### src/rtl/eeprom_burst_ctrl.sv
// eeprom_burst_ctrl
// Splits host burst requests into single-byte transactions for the I2C EEPROM
// byte master. Write bytes are pulled from the wd stream and read bytes are
// pushed to the rd stream. After every write byte the controller waits out the
// EEPROM internal write cycle before it issues the next transaction.
//
// Optional feature: define EEPROM_BURST_TIMEOUT_EN to enable the stuck-master
// watchdog. When the master does not report done within TIMEOUT_CYCLES of the
// m_newd rise, err is set and the rest of the burst is dropped. When the macro
// is undefined, WAIT holds indefinitely and err stays 0.
//
// Ports:
//   clk, rst              clock, asynchronous active-high reset
//   cmd_valid/cmd_ready   burst request handshake (cmd_wr, cmd_addr, cmd_len)
//   wd_valid/wd_ready     write byte stream in (wd_data)
//   rd_valid/rd_ready     read byte stream out (rd_data)
//   busy                  burst in progress
//   err                   sticky timeout flag, cleared by the next accepted command
//   m_newd, m_wr, m_addr, m_wdata   byte request to the master
//   m_rdata, m_done       byte result from the master (m_done is in the slow domain)
module eeprom_burst_ctrl #(
    parameter int unsigned NEWD_HOLD      = 44,
    parameter int unsigned TWR_CYCLES     = 500000,
    parameter int unsigned TIMEOUT_CYCLES = 200000
) (
    input  logic       clk,
    input  logic       rst,
    input  logic       cmd_valid,
    output logic       cmd_ready,
    input  logic       cmd_wr,
    input  logic [6:0] cmd_addr,
    input  logic [3:0] cmd_len,
    input  logic       wd_valid,
    output logic       wd_ready,
    input  logic [7:0] wd_data,
    output logic       rd_valid,
    input  logic       rd_ready,
    output logic [7:0] rd_data,
    output logic       busy,
    output logic       err,
    output logic       m_newd,
    output logic       m_wr,
    output logic [6:0] m_addr,
    output logic [7:0] m_wdata,
    input  logic [7:0] m_rdata,
    input  logic       m_done
);

    localparam int unsigned ADDR_W  = 7;
    localparam int unsigned DATA_W  = 8;
    localparam int unsigned LEN_W   = 4;
    localparam int unsigned MAX_A   = (NEWD_HOLD > TWR_CYCLES) ? NEWD_HOLD : TWR_CYCLES;
    localparam int unsigned CNT_MAX = (MAX_A > TIMEOUT_CYCLES) ? MAX_A : TIMEOUT_CYCLES;
    localparam int unsigned CNT_W   = $clog2(CNT_MAX + 1);

    typedef enum logic [2:0] {
        S_IDLE,
        S_FETCH,
        S_ISSUE,
        S_WAIT,
        S_RPUSH,
        S_TWR,
        S_NEXT
    } state_t;

    state_t             state_q, state_d;
    logic [CNT_W-1:0]   cnt_q, cnt_d;
    logic               wr_q, wr_d;
    logic [ADDR_W-1:0]  addr_q, addr_d;
    logic [LEN_W-1:0]   rem_q, rem_d;
    logic [2:0]         sync_q;
    logic               done_edge;

    logic               cmd_ready_d, wd_ready_d, rd_valid_d, busy_d, err_d;
    logic               m_newd_d, m_wr_d;
    logic [DATA_W-1:0]  rd_data_d, m_wdata_d;
    logic [ADDR_W-1:0]  m_addr_d;

    // Helpers to start a byte transaction from any state
    logic               issue_go;
    logic [ADDR_W-1:0]  issue_addr;

`ifdef EEPROM_BURST_TIMEOUT_EN
    logic [CNT_W-1:0]   to_cnt_q, to_cnt_d;
`endif

    // Two synchronizer flops plus one history flop for rising-edge detect
    assign done_edge = sync_q[1] & ~sync_q[2];

    // State, counters and registered outputs
    always_ff @(posedge clk or posedge rst) begin
        if (rst) begin
            state_q   <= S_IDLE;
            cnt_q     <= '0;
            wr_q      <= 1'b0;
            addr_q    <= '0;
            rem_q     <= '0;
            sync_q    <= '0;
            cmd_ready <= 1'b1;
            wd_ready  <= 1'b0;
            rd_valid  <= 1'b0;
            rd_data   <= '0;
            busy      <= 1'b0;
            err       <= 1'b0;
            m_newd    <= 1'b0;
            m_wr      <= 1'b0;
            m_addr    <= '0;
            m_wdata   <= '0;
`ifdef EEPROM_BURST_TIMEOUT_EN
            to_cnt_q  <= '0;
`endif
        end else begin
            state_q   <= state_d;
            cnt_q     <= cnt_d;
            wr_q      <= wr_d;
            addr_q    <= addr_d;
            rem_q     <= rem_d;
            sync_q    <= {sync_q[1:0], m_done};
            cmd_ready <= cmd_ready_d;
            wd_ready  <= wd_ready_d;
            rd_valid  <= rd_valid_d;
            rd_data   <= rd_data_d;
            busy      <= busy_d;
            err       <= err_d;
            m_newd    <= m_newd_d;
            m_wr      <= m_wr_d;
            m_addr    <= m_addr_d;
            m_wdata   <= m_wdata_d;
`ifdef EEPROM_BURST_TIMEOUT_EN
            to_cnt_q  <= to_cnt_d;
`endif
        end
    end

    // Next-state and next-output logic
    always_comb begin
        state_d     = state_q;
        cnt_d       = cnt_q;
        wr_d        = wr_q;
        addr_d      = addr_q;
        rem_d       = rem_q;
        cmd_ready_d = 1'b0;
        wd_ready_d  = 1'b0;
        rd_valid_d  = rd_valid;
        rd_data_d   = rd_data;
        busy_d      = busy;
        err_d       = err;
        m_newd_d    = m_newd;
        m_wr_d      = m_wr;
        m_addr_d    = m_addr;
        m_wdata_d   = m_wdata;
        issue_go    = 1'b0;
        issue_addr  = addr_q;
`ifdef EEPROM_BURST_TIMEOUT_EN
        to_cnt_d    = to_cnt_q;
`endif

        case (state_q)
            S_IDLE: begin
                if (cmd_valid && cmd_ready) begin
                    wr_d   = cmd_wr;
                    addr_d = cmd_addr;
                    rem_d  = cmd_len;
                    err_d  = 1'b0;
                    busy_d = 1'b1;
                    if (cmd_wr) begin
                        state_d    = S_FETCH;
                        wd_ready_d = 1'b1;
                    end else begin
                        issue_go   = 1'b1;
                        issue_addr = cmd_addr;
                    end
                end else begin
                    cmd_ready_d = 1'b1;
                end
            end

            S_FETCH: begin
                if (wd_valid && wd_ready) begin
                    m_wdata_d = wd_data;
                    issue_go  = 1'b1;
                end else begin
                    wd_ready_d = 1'b1;
                end
            end

            // Done edges here belong to the previous byte and are ignored
            S_ISSUE: begin
                cnt_d = cnt_q + CNT_W'(1);
`ifdef EEPROM_BURST_TIMEOUT_EN
                to_cnt_d = to_cnt_q + CNT_W'(1);
`endif
                if (cnt_q == CNT_W'(NEWD_HOLD - 1)) begin
                    m_newd_d = 1'b0;
                    state_d  = S_WAIT;
                end
            end

            S_WAIT: begin
`ifdef EEPROM_BURST_TIMEOUT_EN
                to_cnt_d = to_cnt_q + CNT_W'(1);
`endif
                if (done_edge) begin
                    if (wr_q) begin
                        cnt_d   = '0;
                        state_d = S_TWR;
                    end else begin
                        rd_data_d  = m_rdata;
                        rd_valid_d = 1'b1;
                        state_d    = S_RPUSH;
                    end
                end
`ifdef EEPROM_BURST_TIMEOUT_EN
                else if (to_cnt_q >= CNT_W'(TIMEOUT_CYCLES - 1)) begin
                    err_d       = 1'b1;
                    busy_d      = 1'b0;
                    cmd_ready_d = 1'b1;
                    state_d     = S_IDLE;
                end
`endif
            end

            S_RPUSH: begin
                if (rd_ready) begin
                    rd_valid_d = 1'b0;
                    state_d    = S_NEXT;
                end
            end

            S_TWR: begin
                cnt_d = cnt_q + CNT_W'(1);
                if (cnt_q == CNT_W'(TWR_CYCLES - 1)) begin
                    state_d = S_NEXT;
                end
            end

            S_NEXT: begin
                if (rem_q == '0) begin
                    busy_d      = 1'b0;
                    cmd_ready_d = 1'b1;
                    state_d     = S_IDLE;
                end else begin
                    rem_d  = rem_q - LEN_W'(1);
                    // 7-bit add wraps 127 back to 0
                    addr_d = addr_q + ADDR_W'(1);
                    if (wr_q) begin
                        state_d    = S_FETCH;
                        wd_ready_d = 1'b1;
                    end else begin
                        issue_go   = 1'b1;
                        issue_addr = addr_q + ADDR_W'(1);
                    end
                end
            end

            default: begin
                state_d     = S_IDLE;
                cmd_ready_d = 1'b1;
                busy_d      = 1'b0;
                m_newd_d    = 1'b0;
                rd_valid_d  = 1'b0;
            end
        endcase

        // Common entry into ISSUE: m_newd rises on the next cycle
        if (issue_go) begin
            state_d  = S_ISSUE;
            cnt_d    = '0;
            m_newd_d = 1'b1;
            m_addr_d = issue_addr;
            m_wr_d   = wr_d;
`ifdef EEPROM_BURST_TIMEOUT_EN
            to_cnt_d = '0;
`endif
        end
    end

endmodule
### config.mk
export PLATFORM = sky130hd
export DESIGN_NAME = eeprom_burst_ctrl
export DESIGN_NICKNAME = d
export VERILOG_FILES = /design/src/rtl/eeprom_burst_ctrl.sv
export SDC_FILE = /design/constraint.sdc
export NUM_CORES = 1
export LEC_CHECK = 0
export ABC_CLOCK_PERIOD_IN_PS = 2600
export BUFFER_PORTS_ARGS = -buffer_cell sky130_fd_sc_hd__buf_2
export CAP_MARGIN = 30
export CELL_PAD_IN_SITES_DETAIL_PLACEMENT = 0
export CELL_PAD_IN_SITES_GLOBAL_PLACEMENT = 1
export CORE_UTILIZATION = 42
export DETAILED_ROUTE_END_ITERATION = 8
export GPL_ROUTABILITY_DRIVEN = 0
export PLACE_DENSITY = 0.88
export SYNTH_ARGS = -nofsm -noshare
export SYNTH_HDL_FRONTEND = slang
export SYNTH_SLANG_ARGS = --single-unit
### constraint.sdc
create_clock -name clk -period 2.6 [get_ports clk]
set_clock_uncertainty 0.05 [all_clocks]
set_input_delay 0.13 -clock clk [delete_from_list [all_inputs] [get_ports clk]]
set_output_delay 0.13 -clock clk [all_outputs]
set_load 0.05 [all_outputs]
Yosys cells after proc, flatten, opt, wreduce, memory -nomap -nowiden

Cells that the tools add are included.

Add/subtract/negate cells: 3
Reduce and logical (&&, ||, !) cells: 18
Multiplexer cells: 53
Bitwise operators: 5
Equality and inequality tests: 24

Operator list:

| operator              | number |
|---|---|
| $mux 19               | 3 |
| $mux 7                | 6 |
| $pmux 19 s2           | 1 |
| $pmux 7 s2            | 2 |
| $mux 3                | 9 |
| $mux 1                | 22 |
| $ne 3x3->1 const B    | 7 |
| $pmux 3 s7            | 1 |
| $add 19x1->19 const B | 1 |
| $eq 19x19->1 const B  | 1 |
| $eq 19x6->1 const B   | 1 |
| $pmux 1 s3            | 5 |
| $ne 2x2->1 const B    | 7 |
| $reduce_and 3->1      | 4 |
| $reduce_or 5->1       | 2 |
| $eq 3x3->1 const B    | 3 |
| $mux 4                | 2 |
| $pmux 4 s2            | 1 |
| $reduce_and 8->1      | 1 |
| $add 7x1->7 const B   | 1 |
| $eq 3x2->1 const B    | 2 |
| $reduce_or 6->1       | 1 |
| $logic_not 4->1       | 1 |
| $ne 4x4->1 const B    | 1 |
| 13 further kinds      | 18 |

Word-level logic and storage cells: 118
Output and inout bits: 30
Bits in registers: 66
Bits of input ports: 34

Logic depth before layout (Yosys ltp)

Gate-level depths: netlist of the first run.

Word-level depth: 5
Gate-level depth with buffers: 9
Gate-level depth less buffers: 8

Least setup slack after synthesis of the first run

No wires, ideal clock.

Kind: register -> register
Start point: reg cmd_ready
End point: reg state_q[2]
Period minus slack after synthesis: 2.093 ns
Arrival time: 1.964 ns
Path slack: 0.507 ns
Path buffers: 0
Required time: 2.471 ns
Stages on the path, launching flop included: 7
Library setup time: 0.079 ns
Cells stage by stage: dfstp_2 -> nand2_1 -> o311a_1 -> or3_1 -> a21oi_2 -> and2b_1 -> mux2i_1

Longest elaborated chain between the ends: 5
Elaborated cells between the ends (all ways): 13
Those cells by class: eq/ne: 8; mux: 3; reduce/logical: 2

Ends and longest elaborated chain:

| element                                                   | line | text |
|---|---|---|
| from (decl)                                               | 29   | `output logic cmd_ready,` |
| from (signal assigned)                                    | 119  | `cmd_ready <= cmd_ready_d;` |
| $logic_and 1x1->1 *                                       | 160  | `if (cmd_valid && cmd_ready) begin` |
| $mux 1                                                    | 160  |  |
| $pmux 1 s3                                                | 158  | `case (state_q)` |
| $ne 4x4->1 (no source line), or another cell as far along | n/a  |  |
| $reduce_and 8->1 (no source line)                         | n/a  |  |
| to (signal assigned)                                      | 113  | `state_q <= state_d;` |
| to (decl)                                                 | 66   | `state_t state_q, state_d;` |

Mark *: on every way between the ends. The rest lies on a longest branch, timed or not.
A chain may end at the register's enable or synchronous reset.

Worst setup path in the final report of the first run

Start point: reg rem_q[0]
End point: reg state_q[2]

Longest elaborated chain between the ends: 5
Elaborated cells between the ends (all ways): 15
Those cells by class: eq/ne: 8; mux: 5; reduce/logical: 2

Ends and longest elaborated chain:

| element                                                   | line | text |
|---|---|---|
| from (decl)                                               | 70   | `logic [LEN_W-1:0] rem_q, rem_d;` |
| from (signal assigned)                                    | 117  | `rem_q <= rem_d;` |
| $logic_not 4->1 *                                         | 238  | `if (rem_q == '0) begin` |
| $mux 1                                                    | 238  |  |
| $pmux 1 s3                                                | 158  |  |
| $ne 4x4->1 (no source line), or another cell as far along | n/a  |  |
| $reduce_and 8->1 (no source line)                         | n/a  |  |

Marked as above.

==> results of run 1 <==
==> cell usage in the layout (no fill, tap or decap), drive strengths merged, types with 2 or more instances in the layout <==
cell and n:
a211oi 2, a21o 2, a21oi 35, a221oi 3, a22oi 2, a31oi 13
a32oi 2, and2 5, and3 5, buf 69, bufinv 2, clkbuf 12
dfrtp 65, dlygate4sd3 19, ha 5, inv 12, mux2 17, nand2 34
nand3 15, nand3b 4, nand4 11, nor2 39, nor3 13, nor3b 3
nor4 4, o211ai 5, o21ai 42, o22ai 2, o31ai 2, or2 3
or3 3, or4 2
==> path summary, 6_finish.rpt <==
kind	startpoint	endpoint	slack [ns]	cells after the start
min reg2reg	sync_q[0]	sync_q[1]	0.30	0
min	cmd_addr[1]	addr_q[1]	0.02	3
max	rem_q[0]	state_q[2]	0.37	8
max reg2reg	rem_q[0]	state_q[2]	0.37	8
max in group asynchronous	rst	cmd_ready	1.81	4
min in group asynchronous	rst	cnt_q[16]	0.32	4
==> cells by family after synthesis <==
logic type / after synthesis / share of synthesized area
buf+inv: 31 / 0.04112
mux: 18 / 0.05659
flops: 66 / 0.4643
simple gates: 148 / 0.2267
other cells: 1 / 0.001053
fa+ha+maj: 5 / 0.01757
compound gates: 117 / 0.1926
==> layout make-up <==
class | count | area share
clock inverters | 4 | 0.01744
clock buffers | 12 | 0.03316
repair buffers | 88 | 0.1292
multi-input cells | 289 | 0.4022
well taps | 105 | 0.03002
inverters | 12 | 0.01029
flip-flops and latches | 66 | 0.3776
==> registers in the layout, indices dropped and copies added, names as in the netlist, 3 cells and up <==
| name | count |
|---|---|
| m_addr | 7 |
| addr_q | 7 |
| state_q | 3 |
| m_wdata | 8 |
| cnt_q | 19 |
| rd_data | 8 |
| rem_q | 4 |
| sync_q | 3 |
==> cell usage after synthesis, types with 3 or more instances <==
library cell	number
sky130_fd_sc_hd__buf_4	5
sky130_fd_sc_hd__mux2_2	17
sky130_fd_sc_hd__ha_1	5
sky130_fd_sc_hd__nor2_1	39
sky130_fd_sc_hd__buf_2	9
sky130_fd_sc_hd__and3_1	5
sky130_fd_sc_hd__o211ai_1	5
sky130_fd_sc_hd__a21oi_1	34
sky130_fd_sc_hd__nand3_1	14
sky130_fd_sc_hd__a31oi_1	13
sky130_fd_sc_hd__and2_1	4
sky130_fd_sc_hd__nand2_1	34
sky130_fd_sc_hd__nor3_2	3
sky130_fd_sc_hd__a221oi_1	3
sky130_fd_sc_hd__or3_1	3
sky130_fd_sc_hd__dfrtp_1	65
sky130_fd_sc_hd__nand4_1	11
sky130_fd_sc_hd__clkbuf_1	5
sky130_fd_sc_hd__nand3b_1	4
sky130_fd_sc_hd__nor3_1	9
sky130_fd_sc_hd__o21ai_0	40
sky130_fd_sc_hd__inv_1	12
==> stage by stage <==
stage / instance area, µm² / worst slack [ns] / hold WS, ns / instances
global placement: 3965 / 0.4428 / 0.1782 / 541
global route: 4377 / 0.1390 / 0.02741 / 576
finish: 4377 / 0.3661 / 0.01976 / 576
floorplan: 3560 / 0.5068 / 0.1114 / 386
CTS: 4377 / 0.3558 / 0.007111 / 576
detailed placement: 3965 / 0.3809 / 0.1812 / 541
==> tightest hold or removal path: stages <==
cell and delay, ns:
sky130_fd_sc_hd__buf_2 0.11, sky130_fd_sc_hd__nand2_1 0.05, sky130_fd_sc_hd__a31oi_1 0.07
==> power groups by stage <==
stage / Combinational [mW] / Sequential [mW] / Clock [mW]
6_report: 2.42 / 1.75 / 0.964
5_1_grt: 2.64 / 1.81 / 1.03
4_1_cts: 2.42 / 1.74 / 0.981
3_5_place_dp: 2.40 / 1.76 / 0
3_3_place_gp: 2.37 / 1.74 / 0
2_1_floorplan: 1.19 / 2.41 / 0
==> layer usage <==
layer	vias up	GRT usage
met1	1538	0.2738
met5	-	0
met2	92	0.3431
li1	1569	-
met4	0	0.05128
met3	6	0.06311
==> summary.txt, run 1 <==
Routing
  – Antenna-violating nets left: 0
  – DRC violation count after routing: 0
  – Vias per cell: 5.564
  – Amount of wire on met3 after detailed routing: 475 µm
  – Topmost layer with routed signal wires: met4
  – Overall via count from detail_route: 3205
  – Total Wirelength: 8.614 mm
  – Sum of met2 wire segment lengths after detailed routing: 4.304 mm
  – Routed wire length per instance: 14.95 µm
  – Number of optimization iterations in the first detailed-route pass: 4
  – Total routed wire length on the met1 layer: 3.769 mm
  – Violation count after the first detailed-routing iteration: 132

Synthesis
  – Async SR Flop Fraction: 1.000
  – Leading register cell type out of synthesis: sky130_fd_sc_hd__dfrtp_1
  – Cell types with the largest area share after synthesis: sky130_fd_sc_hd__dfrtp_1 46%, sky130_fd_sc_hd__o21ai_0 5.6%, sky130_fd_sc_hd__mux2_2 5.4%
  – Instance count of the mapped netlist: 386
  – Post-synth net total: 425
  – Post-synthesis instance area: 3560 µm²
  – Number of synthesized register bits: 66
  – Sequential element share of the synthesized area: 0.4643
  – Cell type with the highest aggregate area in the netlist: sky130_fd_sc_hd__dfrtp_1
  – Unique cell type count in the Yosys netlist: 59
  – Avg Inst Size Synth: 9.222 µm²
  – Proportion of netlist area held by the largest area contributor: 0.4569
  – Post-synth EDFFs: 0
  – Count of synthesis-stage warnings from yosys: 0

Power and ir drop
  – Portion of total power attributed to combinational logic: 0.472
  – Net switching power of the design: 2.407 mW
  – Power share of the sequential group: 0.341
  – Clk network pwr share: 0.188
  – Total chip power: 5.134 mW
  – Power density over cell area: 1173 nW/µm²
  – P_leak: 1.897 nW
  – Cell-internal power: 2.727 mW
  – Switching power share of the total: 0.4688
  – Largest voltage drop on the vdd net: 0.9566 mV

Clock network
  – # hold bufs at CTS: 19
  – Quantity of gates resized following cts: 0
  – Setup Fix Bufs, Post-CTS: 0
  – Worst skew pair latency: 0.34 ns
  – Root Driver: sky130_fd_sc_hd__clkbuf_8
  – Clock-pin slew on the worst setup and hold paths: 0.07 ns
  – Clock tree from TritonCTS: built
  – Number of clock buffers inserted by TritonCTS: 9
  – CTS max path bufs: 2
  – Number of H-tree branching levels: 3
  – Num Clock Sinks: 66

STA
  – Least-Margin Pin Slew: 0.5781 ns
  – Minimum clock period after layout: 2.234 ns
  – Worst slew margin: 0.6138
  – Slew Viols, Final: 0
  – Fmax: 0.4476 GHz
  – Share of the clock period used by the worst path after layout: 0.8592
  – Final Hold Fails: 0
  – RSZ-0062 raised after global routing: no
  – Final-layout setup total negative slack: 0 ns
  – Final setup vio count: 0

GRT
  – Pin count of the biggest net entering global routing: 67
  – Global route total overflow: 0
  – Initial antenna violation count: 0
  – Global-route wire length before repair: 14.49 mm
  – Total track usage: 0.2107
  – Number of global-route vias before repair: 3012

Placed design
  – Hpwl dp: 5.791 mm
  – Number of buffers added on ports: 62

Cells and area
  – Combined area of the multi-input logic cells: 1760 µm²
  – Register cell area after layout: 1653 µm²
  – Fraction of final layout cells sized beyond drive strength 1: 0.2527
  – Synth-to-layout area growth: 22.95%
  – Number of fill cells in the layout: 745
  – Layout net count: 505
  – Total inserted antenna cells: 0
  – End-of-flow core utilization: 0.5327

Critical path
  – Largest fanout of any net on the critical path: 8
  – Element type at the critical path start: register
  – Crit-path slowest cell: sky130_fd_sc_hd__or3_1
  – Required time at the worst-slack endpoint: 2.81 ns
  – WP buf/inv: 1
  – Critical Path, Cell by Cell: inv_1, ha_1, nor3b_2, nor3_4, or3_1, a21oi_2, and2b_1, mux2i_1
  – Sort of element at the end of the critical path: register
  – Delay-heaviest family, CP: simple AND/OR/NAND/NOR gates
  – Worst path max stage delay: 0.41 ns
  – Data arrival time of the critical path: 2.44 ns
  – Critical path start-end classification: register to register

Floorplan
  – Die height: 94.06 µm
  – Area of the die: 8847 µm²
  – Area of the core: 8217 µm²
  – Initial core utilization: 0.4332
  – Row count: 33
  – IO Pins: 64
  – Die outline width: 94.06 µm

Worst hold path
  – Hold/Removal Path Class: input pin to register

Run status
  – Result of the run: finished clean

Run
  – MaxCap Viol Count: 0
No activity file was read; power rests on OpenSTA's default activity.
==> run 2, diff against run 1 <==
--- a/config.mk
+++ b/config.mk
@@ -6,14 +6,14 @@
 export NUM_CORES = 1
 export LEC_CHECK = 0
 export ABC_CLOCK_PERIOD_IN_PS = 2600
-export BUFFER_PORTS_ARGS = -buffer_cell sky130_fd_sc_hd__buf_2
 export CAP_MARGIN = 30
 export CELL_PAD_IN_SITES_DETAIL_PLACEMENT = 0
 export CELL_PAD_IN_SITES_GLOBAL_PLACEMENT = 1
-export CORE_UTILIZATION = 42
+export CORE_UTILIZATION = 45
 export DETAILED_ROUTE_END_ITERATION = 8
+export DONT_BUFFER_PORTS = 1
 export GPL_ROUTABILITY_DRIVEN = 0
-export PLACE_DENSITY = 0.88
+export PLACE_DENSITY = 0.84
 export SYNTH_ARGS = -nofsm -noshare
 export SYNTH_HDL_FRONTEND = slang
 export SYNTH_SLANG_ARGS = --single-unit
==> run 2 against run 1 <==
Maximum frequency fell by 4.4%. Worst hold slack got worse by 0.0037 ns. Non-clock buffer count shrank 44. Core utilization is 0.75 points higher. Sequential share of layout area increased by 2.0 points. Power fell by 7.4%. Register-to-register slack got worse by 0.10 ns. Critical path type unchanged.
==> summary.txt, run 2 (synthesis results as in run 1) <==
Run status
  – Result of the run: finished clean

STA
  – Final Hold Fails: 0
  – RSZ-0062 raised after global routing: no
  – Final-layout setup total negative slack: 0 ns
  – Slew Viols, Final: 0
  – Least-Margin Pin Slew: 0.8490 ns
  – Final setup vio count: 0
  – Worst slew margin: 0.4340
  – Share of the clock period used by the worst path after layout: 0.8991
  – Minimum clock period after layout: 2.338 ns
  – Fmax: 0.4278 GHz
  – Post-route setup slack: 0.2623 ns

Floorplan
  – Area of the die: 8270 µm²
  – Die outline width: 90.94 µm
  – Initial core utilization: 0.4631
  – Area of the core: 7687 µm²
  – Row count: 32
  – IO Pins: 64
  – Die height: 90.94 µm

Placed design
  – Worst setup slack before clock tree synthesis: 0.3718 ns
  – Hpwl dp: 5.515 mm
  – Number of buffers added on ports: 0
  – Number of cells after detailed placement: 482

Clock network
  – Quantity of gates resized following cts: 0
  – Root Driver: sky130_fd_sc_hd__clkbuf_8
  – # hold bufs at CTS: 31
  – Number of clock buffers inserted by TritonCTS: 9
  – CTS max path bufs: 2
  – Clock-pin slew on the worst setup and hold paths: 0.07 ns
  – Setup Fix Bufs, Post-CTS: 0
  – Num Clock Sinks: 66
  – Number of H-tree branching levels: 3
  – Worst skew pair latency: 0.34 ns
  – Clock tree from TritonCTS: built

Routing
  – Overall via count from detail_route: 3062
  – Violation count after the first detailed-routing iteration: 130
  – Total Wirelength: 8.349 mm
  – Vias per cell: 5.810
  – Routed wire length per instance: 15.84 µm
  – Antenna-violating nets left: 0
  – DRC violation count after routing: 0
  – Number of optimization iterations in the first detailed-route pass: 4

Power and ir drop
  – Total chip power: 4.754 mW
  – P_leak: 1.703 nW
  – Power density over cell area: 1145 nW/µm²
  – Largest voltage drop on the vdd net: 0.7548 mV

GRT
  – Number of global-route vias before repair: 3048
  – Pin count of the biggest net entering global routing: 67
  – Global route total overflow: 0
  – Initial antenna violation count: 0
  – Total track usage: 0.2186
  – Global-route wire length before repair: 14.50 mm

Cells and area
  – Number of fill cells in the layout: 698
  – Register bank with the most flops: cnt_q
  – Biggest registers after layout: cnt_q x19, m_wdata x8, rd_data x8
  – Register cell area after layout: 1653 µm²
  – End-of-flow core utilization: 0.5402
  – Most common cell after layout, fill and taps aside: sky130_fd_sc_hd__dfrtp_1
  – Max FFs per register: 19
  – Commonest cells after routing, fill and taps aside: 65 x sky130_fd_sc_hd__dfrtp_1, 40 x sky130_fd_sc_hd__o21ai_0, 39 x sky130_fd_sc_hd__nor2_1, 34 x sky130_fd_sc_hd__nand2_1, 34 x sky130_fd_sc_hd__a21oi_1
  – Layout net count: 461
  – Fraction of final layout cells sized beyond drive strength 1: 0.1459
  – Total inserted antenna cells: 0
  – Combined area of the multi-input logic cells: 1760 µm²
  – Synth-to-layout area growth: 16.66%
  – Final cell count without fillers: 527

Worst hold path
  – Hold/Removal Path Class: input pin to register
  – Hold Startpoint: cmd_addr[0]
  – Number of instances on the worst hold path: 2
  – Hold Crit Endpoint: m_addr[0]

Critical path
  – Critical path start-end classification: register to register
  – Sort of element at the end of the critical path: register
  – Worst Reg-to-Reg Cells: 6
  – Worst r2r src: state_q[2]
  – Data arrival time of the critical path: 2.56 ns
  – Element type at the critical path start: register
  – Largest fanout of any net on the critical path: 18
  – Worst r2r dst: wd_ready
  – Worst R2R Setup Slack: 0.26 ns
  – Required time at the worst-slack endpoint: 2.83 ns

Run
  – MaxCap Viol Count: 0
[run 2: critical path, stage by stage (launching register included)]
cell                            delay, ns
sky130_fd_sc_hd__dfrtp_1             0.68
sky130_fd_sc_hd__inv_1               0.26
sky130_fd_sc_hd__nor3_2              0.27
sky130_fd_sc_hd__buf_4               0.22
sky130_fd_sc_hd__a32oi_1             0.11
sky130_fd_sc_hd__o21ai_0             0.11
sky130_fd_sc_hd__dlygate4sd3_1       0.58
[run 2: worst max path at each step]
stage,to,cells past startpoint,start,slack (ns)
4_1_cts,wd_ready,6,state_q[2],0.30
2_1_floorplan,state_q[2],6,cmd_ready,0.51
6_report,wd_ready,6,state_q[2],0.26
5_1_grt,wd_ready,6,state_q[2],0.09
3_5_place_dp,cnt_q[10],6,state_q[2],0.37
3_3_place_gp,state_q[2],8,rem_q[0],0.38
[run 2: report_power, final]
part,total (mW),internal [mW],switching [mW]
Sequential,2.49,1.38,1.12
Combinational,1.52,0.662,0.862
Clock,0.740,0.358,0.381
[run 2: metrics by stage]
stage	cell area (µm²)	hold slack, ns
2_1_floorplan	3560	0.1114
3_3_place_gp	3684	0.1115
3_5_place_dp	3684	0.1115
4_1_cts	4153	0.006795
5_1_grt	4153	0.01176
6_report	4153	0.01610
[run 2: area by class of cell]
class	instances	share of cell area
clock buffers	11	0.03405
clock inverters	3	0.004218
inverters	12	0.01085
multi-input cells	289	0.4239
flip-flops and latches	66	0.3980
well taps	102	0.03073
repair buffers	44	0.09822
[run 2: per-layer routing]
| metal | GRT usage | wire (µm) |
|---|---|---|
| met3 | 0.05193 | 465 |
| met4 | 0.08730 | 167 |
| met2 | 0.3384 | 3830 |
| met1 | 0.2964 | 3885 |
| met5 | 0 | 0 |
